===== src/rtl/div_pkg.sv =====
`default_nettype none
// ============================================================================
// Package     : div_pkg
// Description : Shared operation encodings, FSM state type, default timing
//               parameters and small decode helpers for the divider
//               controller slice.
// Revision    : 1.0 - initial release
// ============================================================================
package div_pkg;

    // Default pipelined-divider latency and watchdog limit (cycles)
    localparam int c_div_lat_dflt = 32;
    localparam int c_wdog_dflt    = 40;

    // req_op encodings
    localparam logic [1:0] c_op_div  = 2'b00;
    localparam logic [1:0] c_op_divu = 2'b01;
    localparam logic [1:0] c_op_rem  = 2'b10;
    localparam logic [1:0] c_op_remu = 2'b11;

    // Controller states
    typedef enum logic [1:0] {
        ST_IDLE  = 2'd0,
        ST_WAIT  = 2'd1,
        ST_DRAIN = 2'd2,
        ST_RESP  = 2'd3
    } state_t;

    // Signed operations need magnitude conversion and sign fix-up
    function automatic logic op_is_signed(input logic [1:0] op);
        return (op == c_op_div) || (op == c_op_rem);
    endfunction

    // Remainder operations return the remainder instead of the quotient
    function automatic logic op_is_rem(input logic [1:0] op);
        return (op == c_op_rem) || (op == c_op_remu);
    endfunction

endpackage
`default_nettype wire


===== src/rtl/div_ctrl_if.sv =====
`default_nettype none
// ============================================================================
// Interface   : div_ctrl_if
// Description : Bundles the EX-stage request/response handshakes and the
//               pipelined-divider launch/result signals of div_ctrl.
//               slave  = view of the controller itself
//               master = view of the surrounding pipeline and divider
// Revision    : 1.0 - initial release
// ============================================================================
interface div_ctrl_if #(
    parameter int XLEN = 32
);
    // request from EX stage
    logic            req_valid;
    logic            req_ready;
    logic [1:0]      req_op;
    logic [XLEN-1:0] req_rs1;
    logic [XLEN-1:0] req_rs2;
    logic [4:0]      req_rd;
    logic            flush;

    // divider launch and result
    logic            div_data_rdy;
    logic [XLEN-1:0] div_dividend;
    logic [XLEN-1:0] div_divisor;
    logic            div_res_rdy;
    logic [XLEN-1:0] div_merchant;
    logic [XLEN-1:0] div_remainder;

    // response towards writeback
    logic            resp_valid;
    logic            resp_ready;
    logic [XLEN-1:0] resp_data;
    logic [4:0]      resp_rd;

    modport slave (
        input  req_valid, req_op, req_rs1, req_rs2, req_rd, flush,
        input  div_res_rdy, div_merchant, div_remainder,
        input  resp_ready,
        output req_ready,
        output div_data_rdy, div_dividend, div_divisor,
        output resp_valid, resp_data, resp_rd
    );

    modport master (
        output req_valid, req_op, req_rs1, req_rs2, req_rd, flush,
        output div_res_rdy, div_merchant, div_remainder,
        output resp_ready,
        input  req_ready,
        input  div_data_rdy, div_dividend, div_divisor,
        input  resp_valid, resp_data, resp_rd
    );

endinterface
`default_nettype wire


===== src/rtl/div_sign_fix.sv =====
`default_nettype none
// ============================================================================
// Module      : div_sign_fix
// Description : Combinational post-processing of the unsigned divider result:
//               picks quotient or remainder and restores the sign of signed
//               operations (quotient negative when operand signs differ,
//               remainder takes the sign of the dividend).
// Revision    : 1.0 - initial release
// ============================================================================
module div_sign_fix
    import div_pkg::*;
#(
    parameter int XLEN = 32
) (
    input  logic [1:0]      i_op,
    input  logic            i_neg_quot,
    input  logic            i_neg_rem,
    input  logic [XLEN-1:0] i_merchant,
    input  logic [XLEN-1:0] i_remainder,
    output logic [XLEN-1:0] o_result
);

    logic w_signed;

    // Select the requested result and negate it when the signed case needs it
    always_comb begin
        w_signed = op_is_signed(i_op);
        if (op_is_rem(i_op)) begin
            o_result = (w_signed && i_neg_rem) ? -i_remainder : i_remainder;
        end else begin
            o_result = (w_signed && i_neg_quot) ? -i_merchant : i_merchant;
        end
    end

endmodule
`default_nettype wire


===== src/rtl/div_ctrl.sv =====
`default_nettype none
// ============================================================================
// Module      : div_ctrl
// Description : Controller between the EX stage and an external pipelined
//               unsigned divider. Accepts one DIV/DIVU/REM/REMU at a time,
//               short-circuits divide-by-zero and signed overflow, launches
//               the divider with operand magnitudes otherwise, waits for the
//               result under a watchdog, fixes signs and returns the result
//               through a valid/ready response. Flush kills the in-flight op;
//               a divider result already in the pipe is drained and dropped.
//               The external divider shares rst, so no stale result can
//               arrive after a reset.
// Revision    : 1.0 - initial release
// ============================================================================
module div_ctrl
    import div_pkg::*;
#(
    parameter int XLEN    = 32,
    parameter int DIV_LAT = c_div_lat_dflt,
    parameter int WDOG    = c_wdog_dflt
) (
    input  logic      clk,
    input  logic      rst,
    div_ctrl_if.slave bus,
    output logic      busy,
    output logic      wdog_err
);

    // Counter must hold the watchdog limit and never wrap before the divider
    // could nominally answer.
    localparam int              c_cnt_max   = (WDOG > DIV_LAT) ? WDOG : DIV_LAT;
    localparam int              c_cw        = $clog2(c_cnt_max + 1);
    localparam logic [c_cw-1:0] c_wdog_last = c_cw'(WDOG - 1);
    localparam logic [XLEN-1:0] c_int_min   = {1'b1, {(XLEN-1){1'b0}}};

    state_t          r_state;
    state_t          w_state_nxt;
    logic [c_cw-1:0] r_cnt;
    logic            r_wdog_err;

    logic [1:0]      r_op;
    logic [4:0]      r_rd;
    logic            r_neg_quot;
    logic            r_neg_rem;

    logic            r_div_data_rdy;
    logic [XLEN-1:0] r_dividend;
    logic [XLEN-1:0] r_divisor;
    logic [XLEN-1:0] r_resp_data;
    logic [4:0]      r_resp_rd;

    logic            w_req_ready;
    logic            w_accept;
    logic            w_signed;
    logic            w_rs1_neg;
    logic            w_rs2_neg;
    logic [XLEN-1:0] w_mag1;
    logic [XLEN-1:0] w_mag2;
    logic            w_div_zero;
    logic            w_ovf;
    logic            w_fast;
    logic [XLEN-1:0] w_fast_data;
    logic [XLEN-1:0] w_fix_data;
    logic            w_capture;
    logic            w_wdog_hit;
    logic            w_cnt_run;

    // Request decode: accept condition, operand magnitudes and fast paths
    always_comb begin
        w_req_ready = !rst && (r_state == ST_IDLE) && !bus.flush;
        w_accept    = bus.req_valid && w_req_ready;
        w_signed    = op_is_signed(bus.req_op);
        w_rs1_neg   = w_signed && bus.req_rs1[XLEN-1];
        w_rs2_neg   = w_signed && bus.req_rs2[XLEN-1];
        // most negative value maps onto itself, which is its true magnitude
        w_mag1      = w_rs1_neg ? -bus.req_rs1 : bus.req_rs1;
        w_mag2      = w_rs2_neg ? -bus.req_rs2 : bus.req_rs2;
        w_div_zero  = (bus.req_rs2 == '0);
        w_ovf       = w_signed && (bus.req_rs1 == c_int_min) && (bus.req_rs2 == '1);
        w_fast      = w_div_zero || w_ovf;
        if (w_div_zero) begin
            w_fast_data = op_is_rem(bus.req_op) ? bus.req_rs1 : '1;
        end else begin
            w_fast_data = op_is_rem(bus.req_op) ? '0 : c_int_min;
        end
    end

    div_sign_fix #(
        .XLEN (XLEN)
    ) u_sign_fix (
        .i_op        (r_op),
        .i_neg_quot  (r_neg_quot),
        .i_neg_rem   (r_neg_rem),
        .i_merchant  (bus.div_merchant),
        .i_remainder (bus.div_remainder),
        .o_result    (w_fix_data)
    );

    // Next-state logic; flush outranks a same-cycle divider result
    always_comb begin
        w_state_nxt = r_state;
        w_capture   = 1'b0;
        w_wdog_hit  = 1'b0;
        case (r_state)
            ST_IDLE: begin
                if (w_accept) begin
                    w_state_nxt = w_fast ? ST_RESP : ST_WAIT;
                end
            end
            ST_WAIT: begin
                if (bus.flush) begin
                    w_state_nxt = bus.div_res_rdy ? ST_IDLE : ST_DRAIN;
                end else if (bus.div_res_rdy) begin
                    w_state_nxt = ST_RESP;
                    w_capture   = 1'b1;
                end else if (r_cnt >= c_wdog_last) begin
                    w_state_nxt = ST_IDLE;
                    w_wdog_hit  = 1'b1;
                end
            end
            ST_DRAIN: begin
                if (bus.div_res_rdy) begin
                    w_state_nxt = ST_IDLE;
                end else if (r_cnt >= c_wdog_last) begin
                    w_state_nxt = ST_IDLE;
                    w_wdog_hit  = 1'b1;
                end
            end
            ST_RESP: begin
                if (bus.flush || bus.resp_ready) begin
                    w_state_nxt = ST_IDLE;
                end
            end
            default: begin
                w_state_nxt = ST_IDLE;
            end
        endcase
        w_cnt_run = ((r_state == ST_WAIT) || (r_state == ST_DRAIN)) &&
                    ((w_state_nxt == ST_WAIT) || (w_state_nxt == ST_DRAIN));
    end

    // State register
    always_ff @(posedge clk) begin
        if (rst) begin
            r_state <= ST_IDLE;
        end else begin
            r_state <= w_state_nxt;
        end
    end

    // Operation context, one-cycle divider launch and response registers
    always_ff @(posedge clk) begin
        if (rst) begin
            r_op           <= '0;
            r_rd           <= '0;
            r_neg_quot     <= 1'b0;
            r_neg_rem      <= 1'b0;
            r_div_data_rdy <= 1'b0;
            r_dividend     <= '0;
            r_divisor      <= '0;
            r_resp_data    <= '0;
            r_resp_rd      <= '0;
        end else begin
            r_div_data_rdy <= 1'b0;
            if (w_accept) begin
                r_op       <= bus.req_op;
                r_rd       <= bus.req_rd;
                r_neg_rem  <= w_rs1_neg;
                r_neg_quot <= w_rs1_neg ^ w_rs2_neg;
                if (w_fast) begin
                    r_resp_data <= w_fast_data;
                    r_resp_rd   <= bus.req_rd;
                end else begin
                    r_div_data_rdy <= 1'b1;
                    r_dividend     <= w_mag1;
                    r_divisor      <= w_mag2;
                end
            end
            if (w_capture) begin
                r_resp_data <= w_fix_data;
                r_resp_rd   <= r_rd;
            end
        end
    end

    // Watchdog: cycles spent waiting on the divider, sticky error on expiry
    always_ff @(posedge clk) begin
        if (rst) begin
            r_cnt      <= '0;
            r_wdog_err <= 1'b0;
        end else begin
            r_cnt      <= w_cnt_run ? (r_cnt + 1'b1) : '0;
            r_wdog_err <= r_wdog_err | w_wdog_hit;
        end
    end

    assign bus.req_ready    = w_req_ready;
    assign bus.div_data_rdy = r_div_data_rdy;
    assign bus.div_dividend = r_dividend;
    assign bus.div_divisor  = r_divisor;
    assign bus.resp_valid   = (r_state == ST_RESP);
    assign bus.resp_data    = r_resp_data;
    assign bus.resp_rd      = r_resp_rd;
    assign busy             = (r_state != ST_IDLE);
    assign wdog_err         = r_wdog_err;

endmodule
`default_nettype wire

===== src/flat_wrapper.sv =====
// flat-port wrapper written by rule: the top's interface ports become plain ports
module div_ctrl_flat import div_pkg::*;
#(
    parameter int XLEN    = 32,
    parameter int DIV_LAT = c_div_lat_dflt,
    parameter int WDOG    = c_wdog_dflt
)
  (clk, rst, busy, wdog_err, bus_req_valid, bus_req_op, bus_req_rs1, bus_req_rs2, bus_req_rd, bus_flush, bus_div_res_rdy, bus_div_merchant, bus_div_remainder, bus_resp_ready, bus_req_ready, bus_div_data_rdy, bus_div_dividend, bus_div_divisor, bus_resp_valid, bus_resp_data, bus_resp_rd);
  div_ctrl_if #(.XLEN(XLEN)) bus_i ();
  input  logic clk;
  input  logic rst;
  output logic busy;
  output logic wdog_err;
  input wire logic [$bits(bus_i.req_valid)-1:0] bus_req_valid;
  input wire logic [$bits(bus_i.req_op)-1:0] bus_req_op;
  input wire logic [$bits(bus_i.req_rs1)-1:0] bus_req_rs1;
  input wire logic [$bits(bus_i.req_rs2)-1:0] bus_req_rs2;
  input wire logic [$bits(bus_i.req_rd)-1:0] bus_req_rd;
  input wire logic [$bits(bus_i.flush)-1:0] bus_flush;
  input wire logic [$bits(bus_i.div_res_rdy)-1:0] bus_div_res_rdy;
  input wire logic [$bits(bus_i.div_merchant)-1:0] bus_div_merchant;
  input wire logic [$bits(bus_i.div_remainder)-1:0] bus_div_remainder;
  input wire logic [$bits(bus_i.resp_ready)-1:0] bus_resp_ready;
  output wire logic [$bits(bus_i.req_ready)-1:0] bus_req_ready;
  output wire logic [$bits(bus_i.div_data_rdy)-1:0] bus_div_data_rdy;
  output wire logic [$bits(bus_i.div_dividend)-1:0] bus_div_dividend;
  output wire logic [$bits(bus_i.div_divisor)-1:0] bus_div_divisor;
  output wire logic [$bits(bus_i.resp_valid)-1:0] bus_resp_valid;
  output wire logic [$bits(bus_i.resp_data)-1:0] bus_resp_data;
  output wire logic [$bits(bus_i.resp_rd)-1:0] bus_resp_rd;
  assign bus_i.req_valid = bus_req_valid;
  assign bus_i.req_op = bus_req_op;
  assign bus_i.req_rs1 = bus_req_rs1;
  assign bus_i.req_rs2 = bus_req_rs2;
  assign bus_i.req_rd = bus_req_rd;
  assign bus_i.flush = bus_flush;
  assign bus_i.div_res_rdy = bus_div_res_rdy;
  assign bus_i.div_merchant = bus_div_merchant;
  assign bus_i.div_remainder = bus_div_remainder;
  assign bus_i.resp_ready = bus_resp_ready;
  assign bus_req_ready = bus_i.req_ready;
  assign bus_div_data_rdy = bus_i.div_data_rdy;
  assign bus_div_dividend = bus_i.div_dividend;
  assign bus_div_divisor = bus_i.div_divisor;
  assign bus_resp_valid = bus_i.resp_valid;
  assign bus_resp_data = bus_i.resp_data;
  assign bus_resp_rd = bus_i.resp_rd;
  div_ctrl #(.XLEN(XLEN), .DIV_LAT(DIV_LAT), .WDOG(WDOG)) u_core (.clk(clk), .rst(rst), .bus(bus_i), .busy(busy), .wdog_err(wdog_err));
endmodule

===== config.mk =====
export PLATFORM = sky130hd
export DESIGN_NAME = div_ctrl_flat
export DESIGN_NICKNAME = d
export VERILOG_FILES = /design/src/rtl/div_pkg.sv /design/src/rtl/div_ctrl_if.sv /design/src/rtl/div_sign_fix.sv /design/src/rtl/div_ctrl.sv /design/src/flat_wrapper.sv
export SDC_FILE = /design/constraint.sdc
export NUM_CORES = 1
export LEC_CHECK = 0
export ABC_AREA = 0
export CAP_MARGIN = 10
export CORE_AREA = 2 2 176 92
export CTS_CLUSTER_DIAMETER = 40
export DETAILED_ROUTE_END_ITERATION = 8
export DIE_AREA = 0 0 178 94
export DONT_BUFFER_PORTS = 1
export GPL_TIMING_DRIVEN = 0
export PLACE_DENSITY = 0.81
export SYNTH_ARGS = -nofsm -noshare
export SYNTH_HDL_FRONTEND = slang
export SYNTH_SLANG_ARGS = --single-unit

===== constraint.sdc =====
create_clock -name clk -period 3 [get_ports clk]
set_input_delay 0.6 -clock clk [delete_from_list [all_inputs] [get_ports clk]]
set_output_delay 0.6 -clock clk [all_outputs]
set_load 0.03 [all_outputs]

==> flow_summary.yaml <==
outcome:
  status: "complete, no violations"
die:
  rows: 32
  dieArea_um2: 16700
  core_area_um2: 15100
  start_util_pct: 52.4
  dieHeight_um: 94
  io_pins: 247
  fp.dieW_um: 178
logic_synthesis:
  ys_warn_count: 0
  syn-num-nets: 1181
  synthArstFlopShare_pct: 0
  synth_ff_type: "dfxtp_1"
  synth_cell_types: 68
  netlist_instances: 1028
  synth-edff-count: 0
  ys_seq_area_share_pct: 30.4
  avgSynthCellArea_um2: 7.69
  syn_area_um2: 7910
  ys_seq_elements: 120
worst_setup_path:
  crit_path_end_kind: "register"
  r2r_slack_ns: 0.15
  crit_fanout: 10
  r2r-end: "u_core.bus.div_dividend[16]"
  worst_ep_arrival_time_ns: 3.24
  r2r_cells: 9
  worst_ep_required_time_ns: 3.33
  path_class: "primary input to register"
  startpoint_type: "primary input"
  reg2reg_from: "u_core.r_state[1]"
  cp-endpoint: "u_core.bus.resp_data[1]"
  cp-startpoint: "bus_req_rs2[7]"
layout:
  design_area_um2: 8870
  drive_above_1_share_pct: 7.72
  antenna_cells: 0
  most-common-layout-cells: "nor2_1, dfxtp_1, nand2_1"
  area_delta_synth_final_pct: 12.1
  final_common_cell: "nor2_1"
  fillers: 1373
  final_util_pct: 58.7
  nets: 1202
run:
  maxCapViolCount: 0
sta:
  hold_viol: 0
  finalClockSkew_ns: 0.0150
  worst_pin_slew_ns: 0.889
  maxSlewHeadroom_pct: 40.2
  rsz0062_at_grt: "false"
  fin_crit_sh_pct: 97.1
  fmax_ghz: 0.343
  setup_viol: 0
  drv_slew: 0
  fin_crit_ns: 2.91
power:
  power_switching_share_pct: 33.5
  clkPwrFrac_pct: 41.5
  power_density_nw_per_um2: 549
  pwr-share-comb_pct: 17.3
  total_power_mw: 4.87
  ir_drop_mv: 0.428
  leakage_nw: 2.89
  p_sw_mw: 1.63
  power.internal_mw: 3.24
  pwr-share-seq_pct: 41.2
drt:
  drtIter0Drc: 1080
  vias: 8625
  wl_per_cell_um: 24.5
  via_per_inst: 6.81
  drtAntennaViolNets: 0
  first_pass_iters: 6
  drc: 0
  wl_um: 31000
global_route:
  grt_usage_pct: 36.5
  grt_antenna_before_repair: 0
  grt_pass1_wl_um: 46000
  grt_max_degree: 17
  grt_overflow_total: 0
  grt_pass1_vias: 7734
clock_tree:
  insertion_delay_ns: 0.42
  clkTransAtPathRegs_ns: 0.06
  clock-root-buffer: "clkbuf_16"
  cts.hold.buffers_added: 0
  cts_sinks: 120
  cts_made_buffers: 17
  cts_tree: "yes"
  clockBufferDepth: 2
  htree_levels: 4
place:
  numPortBuffers: 0
  placed_area_um2: 8190
  place.gp.congestion: 1.02
  hpwlAfterDp_um: 24400
hold_path:
  hold_path.class: "primary input to register"
-- registers in the layout, summed over array words and instances, names as in the netlist, 2 cells and up --
| signal | count |
|---|---|
| u_core.bus.div_dividend | 32 |
| u_core.bus.resp_rd | 5 |
| u_core.r_cnt | 6 |
| u_core.r_op | 2 |
| u_core.bus.resp_data | 32 |
| u_core.r_rd | 5 |
| u_core.r_state | 2 |
| u_core.bus.div_divisor | 32 |
-- synth_stat cells, types with 11 or more instances --
library cell	number	area share, %
nor3_1	29	1.8
o21ai_0	65	4.1
nor4_1	21	1.7
xor2_1	52	5.8
nand3_1	21	1.3
xnor2_1	61	6.8
a211oi_1	66	6.3
a21oi_1	56	3.5
or3_1	11	0.87
dfxtp_1	120	30
or4_1	13	1.2
ha_1	12	1.9
o31ai_1	25	2.4
nand4_1	20	1.6
nand2_1	80	3.8
o41ai_1	11	1.2
nor2_1	151	7.2
inv_1	19	0.90
clkbuf_1	47	2.2
-- metal layers --
metal  wire, um  vias to the layer above  global-route usage [%]
met1      13500                     4080                    53.0
met5          0                        -                       0
met4        371                        0                    6.69
met3       5420                       49                    17.1
li1           -                     3831                       -
met2      11700                      665                    48.4
-- final cells by class --
class | count | area, um^2 | share of cell area, %
Buffer | 61 | 293 | 3.30
Clock buffer | 19 | 433 | 4.88
Clock inverter | 13 | 131 | 1.48
Inverter | 19 | 71.3 | 0.804
Multi-Input combinational cell | 827 | 5260 | 59.3
Sequential cell | 120 | 2400 | 27.1
Tap cell | 204 | 255 | 2.88
Timing Repair Buffer | 3 | 22.5 | 0.254
-- stage by stage --
step | setup TNS, ns | worst slack (ns) | instances | hold slack, ns
5_1_grt | 0 | 0.00233 | 1266 | 0.305
2_1_floorplan | -0.0550 | -0.0275 | 1028 | 0.436
3_3_place_gp | -48.05 | -0.864 | 1232 | 0.445
4_1_cts | 0 | 0.0322 | 1264 | 0.284
6_report | 0 | 0.0876 | 1266 | 0.291
3_5_place_dp | -47.60 | -0.608 | 1232 | 0.459
-- power groups by stage --
stage	clock, mW	combinational [mW]	sequential (mW)
2_1_floorplan	0	0.616	2.00
3_3_place_gp	0	0.782	2.04
3_5_place_dp	0	0.796	2.04
4_1_cts	2.01	0.812	2.00
5_1_grt	2.08	0.919	2.02
6_report	2.02	0.841	2.01
-- critical path, cell delays in order --
cell	delay, ns
clkbuf_1	0.21
or4_4	0.48
or4b_1	0.50
buf_6	0.16
or3_4	0.39
o21ai_2	0.14
a21o_1	0.17
buf_6	0.14
buf_6	0.15
nor2_1	0.06
a311oi_2	0.23
-- kinds of logic (layout without fill, tap and decap cells) --
group,after synthesis,count (layout),synth area share (%)
xor+xnor,113,113,12.5
buf+inv,81,115,4.35
compound gates,295,295,25.3
fa+ha+maj,12,12,1.90
flops,120,120,30.4
simple gates,398,398,24.3
mux,9,9,1.17
-- timing repair --
item                                    in CTS  in global routing
endpoints found under the setup margin      82                 90
pin swaps                                    1                  2
gates resized for setup                      7                 23
setup buffers                                0                  3
-- worst min path at each step --
| stage | startpoint | to | slack (ns) | depth (start not counted) |
|---|---|---|---|---|
| finish | bus_req_rd[3] | u_core.r_rd[3] | 0.29 | 2 |
| global route | bus_req_rd[4] | u_core.r_rd[4] | 0.30 | 2 |
| CTS | bus_req_rd[3] | u_core.r_rd[3] | 0.28 | 2 |
| detailed placement | u_core.r_rd[3] | u_core.r_rd[3] | 0.46 | 2 |
| global placement | u_core.r_rd[3] | u_core.r_rd[3] | 0.45 | 2 |
| floorplan | u_core.r_rd[0] | u_core.r_rd[0] | 0.44 | 2 |
Power figures use the tool's default switching activity.
